<file path="src/rtl/uart_pkg.sv">
// Shared UART definitions: FSM states, default frame geometry and the parity
// helper used by both the transmitter and receiver checking.
package uart_pkg;

    typedef enum logic [2:0] {
        IDLE,
        START,
        DATA,
        PARITY,
        STOP
    } txState_t;

    localparam int OVERSAMPLE_DEF = 16;
    localparam int DATA_BITS_DEF  = 8;
    localparam logic LINE_IDLE    = 1'b1;

    // XOR of all data bits; inverted for odd parity.
    // Narrower bytes are zero-extended, which leaves the XOR unchanged.
    function automatic logic parityOf(input logic [31:0] data, input logic odd);
        return (^data) ^ odd;
    endfunction

endpackage

</file>
<file path="src/rtl/uart_bit_timer.sv">
// Oversampling tick counter: strobes bitEnd on the last clock of each serial
// bit and restarts at zero whenever a frame starts or the line goes idle.
module uart_bit_timer
    import uart_pkg::*;
#(
    parameter int OVERSAMPLE = OVERSAMPLE_DEF
) (
    input  logic baudRateOut,
    input  logic rst,
    input  logic clear,
    input  logic run,
    output logic bitEnd
);

    localparam int TW = (OVERSAMPLE > 1) ? $clog2(OVERSAMPLE) : 1;
    localparam logic [TW-1:0] LAST = TW'(OVERSAMPLE - 1);

    logic [TW-1:0] tick;

    assign bitEnd = run && (tick == LAST);

    // Count 0..OVERSAMPLE-1 while a frame runs, wrapping at each bit end.
    always_ff @(posedge baudRateOut or negedge rst) begin
        if (!rst) begin
            tick <= '0;
        end else if (clear || !run || bitEnd) begin
            tick <= '0;
        end else begin
            tick <= tick + TW'(1);
        end
    end

endmodule

</file>
<file path="src/rtl/uart_transmitter_fsm.sv">
// UART transmitter: valid/ready byte intake, start/data/parity/stop framing,
// registered line output and a one-clock done pulse per frame.
module uart_transmitter_fsm
    import uart_pkg::*;
#(
    parameter int OVERSAMPLE = OVERSAMPLE_DEF,
    parameter int DATA_BITS  = DATA_BITS_DEF,
    parameter bit PARITY_EN  = 1'b1,
    parameter bit PARITY_ODD = 1'b1,
    parameter int STOP_BITS  = 1
) (
    input  logic                 baudRateOut,
    input  logic                 rst,
    input  logic [DATA_BITS-1:0] dataIn,
    input  logic                 txValid,
    output logic                 txReady,
    output logic                 serialOutput,
    output logic                 txBusy,
    output logic                 txDone
);

    localparam int IW = (DATA_BITS > 1) ? $clog2(DATA_BITS) : 1;
    localparam logic [IW-1:0] LAST_DATA = IW'(DATA_BITS - 1);
    localparam logic [IW-1:0] LAST_STOP = IW'(STOP_BITS - 1);

    txState_t state;
    txState_t nextState;

    logic [DATA_BITS-1:0] shreg;
    logic [IW-1:0]        bitIdx;
    logic                 parityReg;
    logic                 accept;
    logic                 bitEnd;
    logic                 lastBit;
    logic                 lineNext;
    logic                 doneNext;

    assign accept   = txValid && txReady;
    assign doneNext = (state == STOP) && bitEnd && lastBit;

    uart_bit_timer #(
        .OVERSAMPLE(OVERSAMPLE)
    ) bitTimer (
        .baudRateOut(baudRateOut),
        .rst        (rst),
        .clear      (accept),
        .run        (state != IDLE),
        .bitEnd     (bitEnd)
    );

    // State register.
    always_ff @(posedge baudRateOut or negedge rst) begin
        if (!rst) begin
            state <= IDLE;
        end else begin
            state <= nextState;
        end
    end

    // Next state, handshake and the line level for the coming clock.
    always_comb begin
        nextState = state;
        txReady   = 1'b0;
        txBusy    = 1'b1;
        lineNext  = LINE_IDLE;
        lastBit   = 1'b0;
        unique case (state)
            IDLE: begin
                txReady = 1'b1;
                txBusy  = 1'b0;
                if (txValid) nextState = START;
            end
            START: begin
                lineNext = 1'b0;
                if (bitEnd) nextState = DATA;
            end
            DATA: begin
                lineNext = shreg[0];
                lastBit  = (bitIdx == LAST_DATA);
                if (bitEnd && lastBit) nextState = PARITY_EN ? PARITY : STOP;
            end
            PARITY: begin
                lineNext = parityReg;
                if (bitEnd) nextState = STOP;
            end
            STOP: begin
                lastBit = (bitIdx == LAST_STOP);
                if (bitEnd && lastBit) begin
                    txReady   = 1'b1;
                    nextState = txValid ? START : IDLE;
                end
            end
            default: begin
                nextState = IDLE;
            end
        endcase
    end

    // Byte latch, shifter, bit/stop index and registered line outputs.
    always_ff @(posedge baudRateOut or negedge rst) begin
        if (!rst) begin
            shreg        <= '0;
            parityReg    <= 1'b0;
            bitIdx       <= '0;
            serialOutput <= LINE_IDLE;
            txDone       <= 1'b0;
        end else begin
            serialOutput <= lineNext;
            txDone       <= doneNext;
            if (accept) begin
                shreg     <= dataIn;
                parityReg <= parityOf(32'(dataIn), PARITY_ODD);
                bitIdx    <= '0;
            end else if (bitEnd && (state == DATA)) begin
                shreg  <= shreg >> 1;
                bitIdx <= lastBit ? '0 : bitIdx + IW'(1);
            end else if (bitEnd && (state == STOP)) begin
                bitIdx <= lastBit ? '0 : bitIdx + IW'(1);
            end
        end
    end

endmodule

</file>
<file path="config.mk">
export PLATFORM = sky130hd
export DESIGN_NAME = uart_transmitter_fsm
export DESIGN_NICKNAME = d
export VERILOG_FILES = /design/src/rtl/uart_pkg.sv /design/src/rtl/uart_bit_timer.sv /design/src/rtl/uart_transmitter_fsm.sv
export SDC_FILE = /design/constraint.sdc
export NUM_CORES = 1
export LEC_CHECK = 0
export ABC_AREA = 1
export BUFFER_PORTS_ARGS = -buffer_cell sky130_fd_sc_hd__buf_4
export CAP_MARGIN = 20
export CORE_AREA = 2 2 53 55
export CTS_BUF_LIST = sky130_fd_sc_hd__clkbuf_8
export DETAILED_ROUTE_END_ITERATION = 8
export DIE_AREA = 0 0 55 57
export GPL_ROUTABILITY_DRIVEN = 0
export MAX_ROUTING_LAYER = met4
export PLACE_DENSITY = 0.79
export SLEW_MARGIN = 20
export SYNTH_ARGS = -nofsm -noshare
export SYNTH_HDL_FRONTEND = slang
export SYNTH_SLANG_ARGS = --single-unit
</file>
<file path="constraint.sdc">
create_clock -name baudRateOut -period 2.1 [get_ports baudRateOut]
set_clock_uncertainty 0.05 [all_clocks]
set_input_delay 0 -clock baudRateOut [delete_from_list [all_inputs] [get_ports baudRateOut]]
set_output_delay 0 -clock baudRateOut [all_outputs]
set_load 0.01 [all_outputs]
</file>
== After elaboration in Yosys (flattened, before gate mapping) ==
Cells that the tools add are included.

* Register bits: 21
* Bits of input ports: 11
* Output and inout port bits: 4
* Word-level logic and storage cells: 57

* Add/subtract/negate cells: 2
* Eq/ne operators: 11
* Mux-type cells: 19
* Bitwise gates (word level): 1
* Reductions and logical operators: 17

{| class="wikitable"
|+ Operators by type and width
! kind !! count
|-
| $reduce_xor 32->1 || 1
|-
| $mux 3 || 9
|-
| $mux 8 || 2
|-
| $pmux 3 s5 || 1
|-
| $ne 2x2->1 const B || 4
|-
| $logic_and 1x1->1 || 7
|-
| $eq 3x2->1 const B || 2
|-
| $eq 3x3->1 const B || 2
|-
| $logic_not 3->1 || 2
|-
| $reduce_bool 3->1 || 2
|-
| $reduce_and 5->1 || 1
|-
| $add 4x1->4 const B || 1
|-
| $eq 4x4->1 const B || 1
|-
| $mux 4 || 1
|-
| $pmux 1 s2 || 2
|-
| $add 3x1->3 const B || 1
|-
| $eq 3x1->1 const B || 1
|-
| $mux 1 || 3
|-
| $pmux 1 s3 || 1
|-
| $logic_or 1x1->1 || 2
|-
| $ne 2x1->1 const B || 1
|-
| $reduce_bool 2->1 || 1
|-
| $logic_not 1->1 || 1
|-
| $not 1->1 || 1
|}

== Depth between registers and ports, before layout ==
* Depth in word-level cells: 9
* Gate-level depth with buffers: 11
* Mapped depth without buffers: 11

== Modules after synthesis ==
A second synthesis with hierarchy kept.

* Cells, all modules: 191
* Area total of the unflattened synthesis: 1,338.8 um^2

{| class="wikitable"
|+ Modules (own cells, without submodules)
! module !! instances !! cells each !! area each (um^2) !! sequential area each (um^2)
|-
| uart_transmitter_fsm || 1 || 168 || 1,148.6 || 426.7
|-
| uart_bit_timer || 1 || 23 || 190.2 || 100.1
|}

== Worst setup path after synthesis ==
OpenSTA, ideal clock, no wires.

* Path kind: register to register
* Start point: register bitTimer.tick[0]
* End point: register bitIdx[0]
* Library setup time: 124 ps
* Arrival time: 1,266 ps
* Data required time: 1,926 ps
* Path slack: 660 ps
* Stages on the path, launching flop included: 10
* Buffers on the path: 1
* Clock period less this slack: 1,440 ps
* Cells stage by stage: dfrtp_1 -> ha_1 -> nand2_1 -> nor2_1 -> nand3_2 -> nand2_1 -> nand2_4 -> buf_6 -> o211ai_1 -> nand2_1

* Cells in the longest elaborated chain, start to end: 7
* Elaborated cells on any way between the ends: 11
* Classes of those cells: eq/ne: 1; mux: 4; reduce/logical: 6

{| class="wikitable"
|+ RTL lines
! item !! line !! source
|-
| from (decl) || uart_bit_timer.sv:18 || <nowiki>logic [TW-1:0] tick;</nowiki>
|-
| from (signal assigned) || uart_bit_timer.sv:29 || <nowiki>tick <= tick + TW'(1);</nowiki>
|-
| $eq 4x4->1 (*) || uart_bit_timer.sv:20 || <nowiki>assign bitEnd = run && (tick == LAST);</nowiki>
|-
| $logic_and 1x1->1 (*) || uart_bit_timer.sv:20 ||
|-
| $logic_and 1x1->1 || uart_transmitter_fsm.sv:88 || <nowiki>if (bitEnd && lastBit) begin</nowiki>
|-
| $mux 1 || uart_transmitter_fsm.sv:88 ||
|-
| $pmux 1 s2 || uart_transmitter_fsm.sv:67 || <nowiki>unique case (state)</nowiki>
|-
| $logic_and 1x1->1 || uart_transmitter_fsm.sv:38 || <nowiki>assign accept = txValid && txReady;</nowiki>
|-
| $reduce_bool 3->1 (no source line) or $mux 3 (tied branches) || -- ||
|-
| to (signal assigned) || uart_transmitter_fsm.sv:116 || <nowiki>bitIdx <= lastBit ? '0 : bitIdx + IW'(1);</nowiki>
|-
| to (signal assigned) || uart_transmitter_fsm.sv:118 || <nowiki>bitIdx <= lastBit ? '0 : bitIdx + IW'(1);</nowiki>
|-
| to (decl) || uart_transmitter_fsm.sv:30 || <nowiki>logic [IW-1:0] bitIdx;</nowiki>
|}

Mark *: on every way between the ends. The rest lies on a longest branch, timed or not.
A chain may end at the register's enable or synchronous reset.

== Worst setup path after layout ==
* Start point: register bitTimer.tick[0]
* End point: register shreg[6]

* Cells in the longest elaborated chain, start to end: 7
* Elaborated cells on any way between the ends: 9
* Classes of those cells: eq/ne: 1; mux: 3; reduce/logical: 5

{| class="wikitable"
|+ RTL lines
! item !! line !! source
|-
| $eq 4x4->1 (*) || uart_bit_timer.sv:20 ||
|-
| $logic_and 1x1->1 (*) || uart_bit_timer.sv:20 ||
|-
| $logic_and 1x1->1 || uart_transmitter_fsm.sv:88 ||
|-
| $mux 1 || uart_transmitter_fsm.sv:88 ||
|-
| $pmux 1 s2 || uart_transmitter_fsm.sv:67 ||
|-
| $logic_and 1x1->1 || uart_transmitter_fsm.sv:38 ||
|-
| $mux 8 or $reduce_bool 2->1 (tied branches) || -- ||
|-
| to (signal assigned) || uart_transmitter_fsm.sv:111 || <nowiki>shreg <= dataIn;</nowiki>
|-
| to (signal assigned) || uart_transmitter_fsm.sv:115 || <nowiki>shreg <= shreg >> 1;</nowiki>
|-
| to (decl) || uart_transmitter_fsm.sv:29 || <nowiki>logic [DATA_BITS-1:0] shreg;</nowiki>
|}

Marked as above.

==> qor.yml <==
worstSkewPairLatency_ns: 0.26
min_period_over_period_pct: 79.8
fmaxAchievable_ghz: 0.597
synth.avg_cell_area_um2: 7.37
hpwlAfterDp_um: 1850
fill_cells: 262
cp.required_ns: 2.22
antenna_found_initial: 0
power.density_mw_per_mm2: 1050
initial_core_util_pct: 52.4
synth.distinct_cells: 23
synth_top_family_by_area: "simple AND/OR/NAND/NOR gates"
failed_checks: "negative hold slack"
rsz0062_at_grt: "no"
critPathBufInv: 2
path_class: "register to register"
fin_nets: 220
setup_violations: 0
rows: 19
max-cap-violations: 0
post-route-min-period_ns: 1.68
die_area_mm2: 0.00314
io_buffers: 14
htree_levels: 1
root_buffer: "clkbuf_8"
numCtsBuffers: 3
viasPerCell: 4.87
synth_fa_ha_area_share_pct: 3.65
synth.area.mux_share_pct: 0
detail_route.wl_per_cell_um: 10.5
critPathSlowestCell: "dfrtp_1"
slowest_delay_ns: 0.38
slew_violations: 0
grt_pass1_vias: 1152
synth_compound_area_share_pct: 3.11
firstDrtPassIters: 4
maxSlewHeadroom_pct: 78.6
num_io_pins: 15
worst_slew_pin_slew_ns: 0.321
dr.first_iter.drc_count: 20
core_area_mm2: 0.00262
cts_sinks: 21
cp_max_fo: 17
cp-end-kind: "register"
vias: 1144
crit_path_frequent_cell: "nand2_1"
post-place-ws_ns: 0.422
hold_viol: 1
yosysSeqAreaShare_pct: 38.4
grt_pass1_wl_um: 4620
status: "complete, but fails checks"
gr-usage-all-layers_pct: 20.5
drc: 0
cts.clk_slew.worst_paths_ns: 0.08
antenna_left: 0
synth_simple_gate_area_share_pct: 34.4
die_h_um: 57
synth_seq_cells: 21
clockBufferDepth: 2
crit_path_start_kind: "register"
cpLargestDelayFamily: "simple AND/OR/NAND/NOR gates"
area_growth_pct: 13.6
drt_wl_total_um: 2470
arrival_ns: 1.79
die_w_um: 55
synth_warnings: 0
fin_ws_ns: 0.425
diodes: 0
overflow: 0
hold_class: "primary input to register"
hold_ws_ns: -0.00279
synthesis.area_mm2: 0.00137
ir_drop_mv: 0.686
cts_tree: "yes"
crit_chain: "ha_1, nand2_1, nor2_1, nand3_2, nand2_1, nand2_4, inv_2, nand2_1, nand2_1, inv_1"
synth_nets: 201
synthXorXnorAreaFrac_pct: 8.31
drive_above_1_share_pct: 12.7
syn-instance-count: 186
fin_setup_tns_ns: 0
grt_max_degree: 22
p_leak_uw: 0.000846
[state kept, by name, indices dropped and copies added (netlist names)]
signal         cells
shreg              8
parityReg          1
state              3
bitIdx             3
serialOutput       1
bitTimer.tick      4
txDone             1
[final timing paths]
kind                            slack [ns]               end        startpoint  cells past startpoint
worst max-delay path                  0.42          shreg[6]  bitTimer.tick[0]                     10
worst min-delay path                -0.003          shreg[6]         dataIn[6]                      5
worst max register to register        0.42          shreg[6]  bitTimer.tick[0]                     10
worst min register to register        0.42  bitTimer.tick[0]  bitTimer.tick[0]                      1
max in group asynchronous             1.64      serialOutput               rst                      2
min in group asynchronous             0.10          shreg[0]               rst                      2
[routing by layer]
metal	wire, um	GRT usage, %	part of all wire (%)
met1	1140	24.8	46
met3	52	3.14	2.1
met4	55	8.36	2.2
met2	1220	33.5	49
met5	0	-	0
[cells in the final DEF (no fill, tap or decap)]
cell / instances
xor2_1: 6
inv_2: 1
inv_1: 28
dfstp_2: 1
o211ai_1: 3
nand2_1: 65
o21ai_0: 3
buf_4: 15
nand2_4: 2
nor2_2: 2
nand4_1: 3
dlygate4sd3_1: 5
nand3_2: 1
ha_1: 4
nor2_1: 14
xnor2_1: 7
a21oi_1: 1
nand3_1: 17
dfrtp_1: 20
nor3b_1: 1
clkbuf_8: 3
nor2_4: 1
nand3b_1: 1
[stage by stage]
step | utilization (%) | std cells | area [um2] | power, uW | hold WS, ns
4_1_cts | 59.5 | 235 | 1560 | 1650 | 0.00472
3_5_place_dp | 55.9 | 226 | 1460 | 1380 | -0.151
5_1_grt | 59.5 | 235 | 1560 | 1790 | 0.0231
6_report | 59.5 | 235 | 1560 | 1630 | -0.00279
2_1_floorplan | - | 186 | 1370 | 1210 | -0.346
3_3_place_gp | 55.9 | 226 | 1460 | 1350 | -0.152
[where the power goes]
group / switching [uW] / total [uW] / internal [uW]
Clock: 132 / 263 / 131
Sequential: 132 / 701 / 569
Combinational: 388 / 669 / 281
Total: 653 / 1630 / 980
[tightest hold or removal path: stages]
cell and delay (ns):
buf_4 0.10, inv_1 0.03, nand2_1 0.06, nand2_1 0.05, inv_1 0.04
[cell usage after synthesis]
cell type | count | area [um2]
nand2_1 | 65 | 244
inv_1 | 27 | 101
dfrtp_1 | 20 | 500
nand3_1 | 17 | 85.1
nor2_1 | 14 | 52.6
xnor2_1 | 7 | 61.3
xor2_1 | 6 | 52.6
ha_1 | 4 | 50.1
clkbuf_8 | 3 | 41.3
nand4_1 | 3 | 18.8
o211ai_1 | 3 | 22.5
o21ai_0 | 3 | 15.0
clkbuf_1 | 2 | 7.51
nand2_4 | 2 | 22.5
nor2_2 | 2 | 12.5
a21oi_1 | 1 | 5.00
buf_6 | 1 | 11.3
dfstp_2 | 1 | 26.3
inv_2 | 1 | 3.75
nand3_2 | 1 | 10.0
nand3b_1 | 1 | 7.51
nor2_4 | 1 | 11.3
nor3b_1 | 1 | 7.51
[final cells by class]
class,count,area (um2),share of cell area (%)
multi-input cells,131,678,43.6
flip-flops and latches,21,527,33.8
repair buffers,20,163,10.5
inverters,28,105,6.75
clock buffers,3,41.3,2.65
well taps,31,38.8,2.49
clock inverters,1,3.75,0.241
[cell families (layout without fill, tap and decap cells)]
kind of cell / after synthesis / after routing
buf+inv: 34 / 52
xor+xnor: 13 / 13
compound gates: 7 / 7
fa+ha+maj: 4 / 4
flops: 21 / 21
simple gates: 107 / 107
[timing repair]
action	4_1_cts	5_1_grt
buffers inserted	0	0
resized for setup	0	0
hold endpoints to repair	25	0
hold buffers	5	0
Power figures use the tool's default switching activity.
